## config.mk

```make
export PLATFORM = sky130hd
export DESIGN_NAME = comb_sweep_ctrl
export DESIGN_NICKNAME = d
export VERILOG_FILES = /design/src/rtl/comb_sweep_pkg.sv /design/src/rtl/comb_sweep_timer.sv /design/src/rtl/comb_sweep_ctrl.sv
export SDC_FILE = /design/constraint.sdc
export NUM_CORES = 1
export LEC_CHECK = 0
export ABC_AREA = 1
export BUFFER_PORTS_ARGS = -buffer_cell sky130_fd_sc_hd__buf_2
export CAP_MARGIN = 20
export CORE_UTILIZATION = 35
export DETAILED_ROUTE_END_ITERATION = 6
export SLEW_MARGIN = 15
export SYNTH_ARGS = -nofsm -noshare
export SYNTH_HDL_FRONTEND = slang
export SYNTH_SLANG_ARGS = --single-unit
```

## constraint.sdc

```tcl
create_clock -name clk -period 1.5 [get_ports clk]
set_clock_uncertainty 0.05 [all_clocks]
set_input_delay 0.075 -clock clk [delete_from_list [all_inputs] [get_ports clk]]
set_output_delay 0.075 -clock clk [all_outputs]
set_load 0.01 [all_outputs]
```

## src/rtl/comb_sweep_pkg.sv

```systemverilog
// Shared types and default parameters for the combinational-function sweep controller.
package comb_sweep_pkg;

    localparam int unsigned N_IN_DEF          = 4;
    localparam int unsigned SETTLE_CYCLES_DEF = 4;
    localparam int unsigned SETTLE_W          = 8;

    typedef enum logic [1:0] {
        ST_IDLE   = 2'd0,
        ST_SETTLE = 2'd1,
        ST_SAMPLE = 2'd2,
        ST_DONE   = 2'd3
    } sweep_state_e;

endpackage

```

## src/rtl/comb_sweep_timer.sv

```systemverilog
// Settle counter: counts cycles a vector has been held; expire_c flags the last settle cycle.
module comb_sweep_timer
    import comb_sweep_pkg::*;
#(
    parameter int unsigned SETTLE_CYCLES = SETTLE_CYCLES_DEF
) (
    input  logic clk,
    input  logic rst,
    input  logic clr_i,
    input  logic en_i,
    output logic expire_c
);

    logic [SETTLE_W-1:0] cnt_q;

    always_ff @(posedge clk or posedge rst) begin
        if (rst) begin
            cnt_q <= '0;
        end else if (clr_i) begin
            cnt_q <= '0;
        end else if (en_i) begin
            cnt_q <= cnt_q + SETTLE_W'(1);
        end
    end

    assign expire_c = (cnt_q == SETTLE_W'(SETTLE_CYCLES - 1));

endmodule

```

## src/rtl/comb_sweep_ctrl.sv

```systemverilog
// Exhaustive sweep of all input vectors, comparing two combinational implementations.
module comb_sweep_ctrl
    import comb_sweep_pkg::*;
#(
    parameter int unsigned N_IN          = N_IN_DEF,
    parameter int unsigned SETTLE_CYCLES = SETTLE_CYCLES_DEF
) (
    input  logic            clk,
    input  logic            rst,
    input  logic            start,
    input  logic            abort,
    input  logic            z1,
    input  logic            z2,
    output logic [N_IN-1:0] vec,
    output logic            busy,
    output logic            done,
    output logic            pass,
    output logic [N_IN:0]   mismatch_cnt,
    output logic [N_IN-1:0] first_fail_vec,
    output logic            first_fail_valid
);

    localparam int unsigned CW = N_IN + 1;

    sweep_state_e    state_q;
    logic [N_IN-1:0] vec_q;
    logic            busy_q;
    logic            done_q;
    logic            pass_q;
    logic [CW-1:0]   cnt_q;
    logic [CW-1:0]   cnt_d;
    logic [N_IN-1:0] ff_vec_q;
    logic            ff_valid_q;
    logic            start_c;
    logic            miss_c;
    logic            expire_c;

    assign start_c = start && ((state_q == ST_IDLE) || (state_q == ST_DONE));
    assign miss_c  = z1 ^ z2;
    assign cnt_d   = cnt_q + CW'(miss_c);

    comb_sweep_timer #(
        .SETTLE_CYCLES (SETTLE_CYCLES)
    ) u_timer (
        .clk      (clk),
        .rst      (rst),
        .clr_i    (start_c || (state_q == ST_SAMPLE)),
        .en_i     (state_q == ST_SETTLE),
        .expire_c (expire_c)
    );

    // Abort takes priority over the sample so an aborted vector is never counted.
    always_ff @(posedge clk or posedge rst) begin
        if (rst) begin
            state_q    <= ST_IDLE;
            vec_q      <= '0;
            busy_q     <= 1'b0;
            done_q     <= 1'b0;
            pass_q     <= 1'b0;
            cnt_q      <= '0;
            ff_vec_q   <= '0;
            ff_valid_q <= 1'b0;
        end else begin
            case (state_q)
                ST_IDLE, ST_DONE: begin
                    if (start) begin
                        state_q    <= ST_SETTLE;
                        vec_q      <= '0;
                        busy_q     <= 1'b1;
                        done_q     <= 1'b0;
                        pass_q     <= 1'b0;
                        cnt_q      <= '0;
                        ff_vec_q   <= '0;
                        ff_valid_q <= 1'b0;
                    end
                end
                ST_SETTLE: begin
                    if (abort) begin
                        state_q <= ST_IDLE;
                        busy_q  <= 1'b0;
                        done_q  <= 1'b0;
                        pass_q  <= 1'b0;
                    end else if (expire_c) begin
                        state_q <= ST_SAMPLE;
                    end
                end
                ST_SAMPLE: begin
                    if (abort) begin
                        state_q <= ST_IDLE;
                        busy_q  <= 1'b0;
                        done_q  <= 1'b0;
                        pass_q  <= 1'b0;
                    end else begin
                        cnt_q <= cnt_d;
                        if (miss_c && !ff_valid_q) begin
                            ff_vec_q   <= vec_q;
                            ff_valid_q <= 1'b1;
                        end
                        if (vec_q == '1) begin
                            state_q <= ST_DONE;
                            busy_q  <= 1'b0;
                            done_q  <= 1'b1;
                            pass_q  <= (cnt_d == '0);
                        end else begin
                            state_q <= ST_SETTLE;
                            vec_q   <= vec_q + N_IN'(1);
                        end
                    end
                end
                default: begin
                    state_q <= ST_IDLE;
                    busy_q  <= 1'b0;
                end
            endcase
        end
    end

    assign vec              = vec_q;
    assign busy             = busy_q;
    assign done             = done_q;
    assign pass             = pass_q;
    assign mismatch_cnt     = cnt_q;
    assign first_fail_vec   = ff_vec_q;
    assign first_fail_valid = ff_valid_q;

endmodule

```

# After elaboration in Yosys (flattened, before gate mapping)
# Cells that the tools add are included.
# Widths: inputs -> output; s select.
# totals
reg_bits,27
inputBits,6
# classes
addsub,3
eq_ne,12
n_mux,33
bitwise,1
n_reduce_logical,15
# ops
cell,n
$mux 4,5
$mux 8,2
$pmux 4 s2,2
$mux 1,11
$mux 2,5
$mux 5,2
$pmux 5 s2,1
$pmux 1 s3,3
$add 8x1->8 const B,1
$eq 8x2->1 const B,1
$ne 2x2->1 const B,4
$reduce_and 4->1,2
$pmux 2 s3,1
$reduce_and 3->1,2
$add 5x1->5,1
$logic_not 5->1,1
$add 4x1->4 const B,1
$eq 2x2->1 const B,2
$eq 4x4->1 const B,1
$reduce_bool 2->1,2
$ne 3x2->1 const B,1
$ne 3x3->1 const B,1
$eq 2x1->1 const B,1
$logic_and 1x1->1,2
other kinds (8),9

# Longest topological paths before layout
# depth
word_depth,6
depth_mapped,11

# Cells and area by module
# A second synthesis with hierarchy kept.
# hier_totals
cells_unflattened,198
area_unflattened_um2,1546.5
# modules_own_cells
mod,instances,cells_per_inst,area_each_um2
comb_sweep_ctrl,1,131,1051.0
comb_sweep_timer,1,67,495.5

# Worst setup path after synthesis
# OpenSTA, ideal clock, no wires.
# synth_timing
kind,register -> register
startpoint,register state_q[0]
endpoint,"register vec_q[0], in the netlist vec[0]"
setup_time_ns,0.117
arrival_time_ns,1.308
required_time_ns,1.333
slack_ns,0.025
stages_incl_launch_ff,9
n_path_buf,0
path_cell_list,dfrtp_1 inv_1 ha_1 nand2_4 nand2_4 a21oi_4 inv_2 nand2_1 nand2_1
# synth_between
elab_chain_cells,4
# synth_lines
item,line_no,text
start: declaration,comb_sweep_ctrl.sv:25,sweep_state_e state_q;
start signal: assignment,comb_sweep_ctrl.sv:55,state_q <= ST_IDLE;
start signal: assignment,comb_sweep_ctrl.sv:67,state_q <= ST_SETTLE;
start signal: assignment,comb_sweep_ctrl.sv:79,state_q <= ST_IDLE;
$eq 2x2->1 or $logic_not 2->1 (tied branches),comb_sweep_ctrl.sv:64,case (state_q)
$reduce_or 2->1,comb_sweep_ctrl.sv:64,
$ne 2x2->1 (no source line) or $reduce_bool 2->1 (tied branches),-,
$reduce_and 4->1 (no source line),-,
end signal: assignment,comb_sweep_ctrl.sv:106,vec_q <= vec_q + N_IN'(1);
end: declaration,comb_sweep_ctrl.sv:26,logic [N_IN-1:0] vec_q;
# Parallel ways exist; a longest one is shown, timed or not.
# A chain may end at the register's enable or synchronous reset.

# Worst setup path in the final report
# layout_timing
startpoint,register state_q[1]
endpoint,register u_timer.cnt_q[5]
# layout_between
elab_chain_cells,5
# layout_lines
item,line_no,text
$eq 2x2->1 or $logic_not 2->1 (tied branches),comb_sweep_ctrl.sv:38,assign start_c = start && ((state_q == ST_IDLE) || (state_q == ST_DONE));
$logic_or 1x1->1,comb_sweep_ctrl.sv:38,
$logic_and 1x1->1,comb_sweep_ctrl.sv:38,
$logic_or 1x1->1,comb_sweep_ctrl.sv:47,".clr_i (start_c || (state_q == ST_SAMPLE)),"
$mux 8 or $reduce_bool 2->1 (tied branches),-,
end signal: assignment,comb_sweep_timer.sv:22,cnt_q <= cnt_q + SETTLE_W'(1);
end: declaration,comb_sweep_timer.sv:14,logic [SETTLE_W-1:0] cnt_q;
# Parallel ways exist; a longest one is shown, timed or not.

==> results.tsv <==
metric	value	unit
clock power share	0.155	
r2r endpoint	u_timer.cnt_q[5]$_DFFE_PP0P_	
final number of setup-violating endpoints	0	
Routed Wire Length	3.11	mm
CP max FO	5	
Sink Count	27	
grt ovf	0	
Worst Hold Endpoint	first_fail_valid$_DFFE_PP0P_	
first-pass GRT wire length	5.84	mm
sequential fraction of the synthesis area	0.427	
# diodes	0	
worst rel slew slack	0.756	
reg-to-reg slack, setup	0.11	ns
IO Pins	23	
RSZ-0062 raised after global routing	yes	
Num CTS Buffers	3	
Critical Path RT	1.66	ns
CTS tree	yes	
fraction of layout cells with a size suffix above 1	0.285	
CP dominant cell by count	nand2_1	
Starting Density	0.364	
final net count	255	
drt first pass iters	4	
Final Max Tran Viols	0	
Netlist cell types	26	
register bit total from synthesis	27	
Area Overhead vs Synth	24.0	%
CP Launch Type	flip-flop	
Buffers on Ports	22	
leakage power	1.04	nW
mean post-synth cell area	7.84	sq um
Post-Layout Cell Count	294	
clk slew on worst S/H paths	0.10	ns
crit-path cells	buf_4 > inv_1 > ha_4 > inv_2 > nand3_4 > nand2_1 > nand2_1 > nand2_1 > nor2_1	
Placed Instances	289	
Worst R2R Path Depth	9	
worst slew pin tran	0.366	ns
Min-Delay Path Depth	4	
drt via density	4.56	
dpl hpwl	2.36	mm
fin crit period	1.39	ns
Die Y	69.3	um
die area	0.00480	sq mm
worst-skew pair later-pin latency	0.27	ns
initial drt markers	56	
GP Congestion	0.753	
yosys warns	0	
type of the most critical hold path	in2reg	
GRT Util Overall	0.147	
switching power	1.12	mW
Horiz. Die Dim	69.3	um
fin util	0.451	
CP endpoint kind	flip-flop	
number of synthesized flops with an enable pin	0	
CP arrival	1.55	ns
Async S/R FF share, synth	1.00	
vias in the first global route	1359	
row count	24	
WP buf/inv	3	
status	finished clean	
fmax	719	MHz
Worst path top cell family by delay	flip-flops	
final hold violation count	0	
worst IR drop on VDD	1.00	mV
Worst path slowest cell	dfrtp_1	
Seq pwr share	0.329	
ys flop type	dfrtp_1	
initial antenna violation count	0	
period utilization	0.928	
reg2reg start	state_q[1]$_DFFE_PP0P_	
core footprint	0.00435	sq mm
clock tree root driver cell	clkbuf_8	
worst hold start	z2	
final worst slack	0.109	ns
internal power	1.62	mW
Comb pwr share	0.517	
antenna-violating nets left	0	
maximum clock path buffer count	2	
drt wl/cell	10.6	um
CP peak stage delay	0.42	ns
largest net degree at the start of global routing	28	
via count	1341	
H-tree levels	1	
Mapped Cells	202	
critical path class	reg2reg	
Sw Ratio	0.409	
WHS	0.0801	ns
Setup WS pre-CTS	0.00874	ns
post-synthesis cell area	0.00158	sq mm
Mapped Nets	214	
max cap viols	0	
DRC Markers	0	
PwrDens	1400	mW/mm^2
==> cells by family (layout without fill, tap and decap cells) <==
group                      Yosys count  count (layout)  synth area share
and+or+nand+nor                    125             125             0.378
DFF                                 27              27             0.427
buffers and inverters               26              66            0.0695
AOI/OAI and AO/OA                   16              16            0.0671
adders and majority gates            6               6            0.0474
xor gates and xnor gates             2               2            0.0111
==> layout by cell type (no fill, tap or decap), types with 5 or more instances in the layout <==
cell type	count
buf_2	22
buf_4	14
dfrtp_1	27
inv_1	20
nand2_1	59
nand2_2	5
nand3_1	19
nand4_1	5
nor2_1	24
o21ai_0	5
==> worst reg2reg max path: stages (launching register included) <==
cell     delay (ns)
dfrtp_1        0.42
buf_4          0.15
inv_1          0.09
ha_4           0.18
inv_2          0.07
nand3_4        0.10
nand2_1        0.08
nand2_1        0.07
nand2_1        0.04
nor2_1         0.09
==> power groups by stage <==
stage | clock [mW] | combinational (mW) | sequential, mW
final | 0.424 | 1.42 | 0.902
after floorplan | 0 | 0.845 | 0.937
after global placement | 0 | 1.30 | 0.911
after CTS | 0.449 | 1.32 | 0.897
after detailed placement | 0 | 1.30 | 0.911
after global routing | 0.473 | 1.60 | 0.915
==> cell usage after synthesis, types with 2 or more instances <==
| cell type | instances | share of area |
|---|---|---|
| nor2_1 | 25 | 0.059 |
| dfrtp_1 | 27 | 0.43 |
| nand2_1 | 61 | 0.14 |
| ha_1 | 6 | 0.047 |
| nand2_4 | 3 | 0.021 |
| o21ai_0 | 6 | 0.019 |
| o21ai_2 | 4 | 0.022 |
| nand2_2 | 3 | 0.012 |
| inv_1 | 23 | 0.055 |
| nand3_1 | 19 | 0.060 |
| a21oi_1 | 4 | 0.013 |
| xnor2_1 | 2 | 0.011 |
| nand4_1 | 5 | 0.020 |
| nor3_1 | 2 | 0.0063 |
==> worst max path at each step <==
stage,from,to,depth (start not counted)
after floorplan,state_q[0]$_DFFE_PP0P_,vec[0]$_DFFE_PP0P_,8
after global placement,z1,pass$_DFFE_PP0P_,11
after detailed placement,state_q[0]$_DFFE_PP0P_,vec[1]$_DFFE_PP0P_,8
after CTS,state_q[1]$_DFFE_PP0P_,vec[1]$_DFFE_PP0P_,6
after global routing,state_q[1]$_DFFE_PP0P_,u_timer.cnt_q[5]$_DFFE_PP0P_,9
final,state_q[1]$_DFFE_PP0P_,u_timer.cnt_q[5]$_DFFE_PP0P_,9
==> metal layers <==
| metal | vias up | track usage | part of all wire |
|---|---|---|---|
| met1 | 600 | 0.192 | 0.50 |
| met5 | - | 0 | 0 |
| met4 | 0 | 0.0272 | 0.0061 |
| li1 | 719 | - | - |
| met3 | 2 | 0.0363 | 0.033 |
| met2 | 20 | 0.247 | 0.46 |
==> stage by stage <==
stage | setup TNS [ns] | area (sq um) | power, mW
after CTS | 0 | 1910 | 2.67
final | 0 | 1960 | 2.74
after floorplan | 0 | 1580 | 1.78
after global routing | -0.0284 | 1960 | 2.98
after detailed placement | 0 | 1850 | 2.21
after global placement | 0 | 1850 | 2.21
==> sequential cells by signal, summed over array words and instances (netlist names) <==
register,flops
u_timer.cnt_q,8
mismatch_cnt,5
first_fail_vec,4
vec,4
state_q,2
busy,1
done,1
first_fail_valid,1
pass,1
==> final cells by class <==
class | instances | area, sq um
Tap cell | 52 | 65.1
Clock buffer | 3 | 41.3
Sequential cell | 27 | 676
Clock inverter | 1 | 7.51
Inverter | 25 | 98.8
Fill cell | 450 | 2390
Multi-Input combinational cell | 149 | 851
Timing Repair Buffer | 37 | 225
==> what timing repair did <==
action	in CTS	in global routing
pin swaps	0	3
endpoints found under the setup margin	2	18
hold buffers	1	0
setup buffers	0	0
resized for setup	1	14
hold endpoints to repair	27	0
Power figures use the tool's default switching activity.
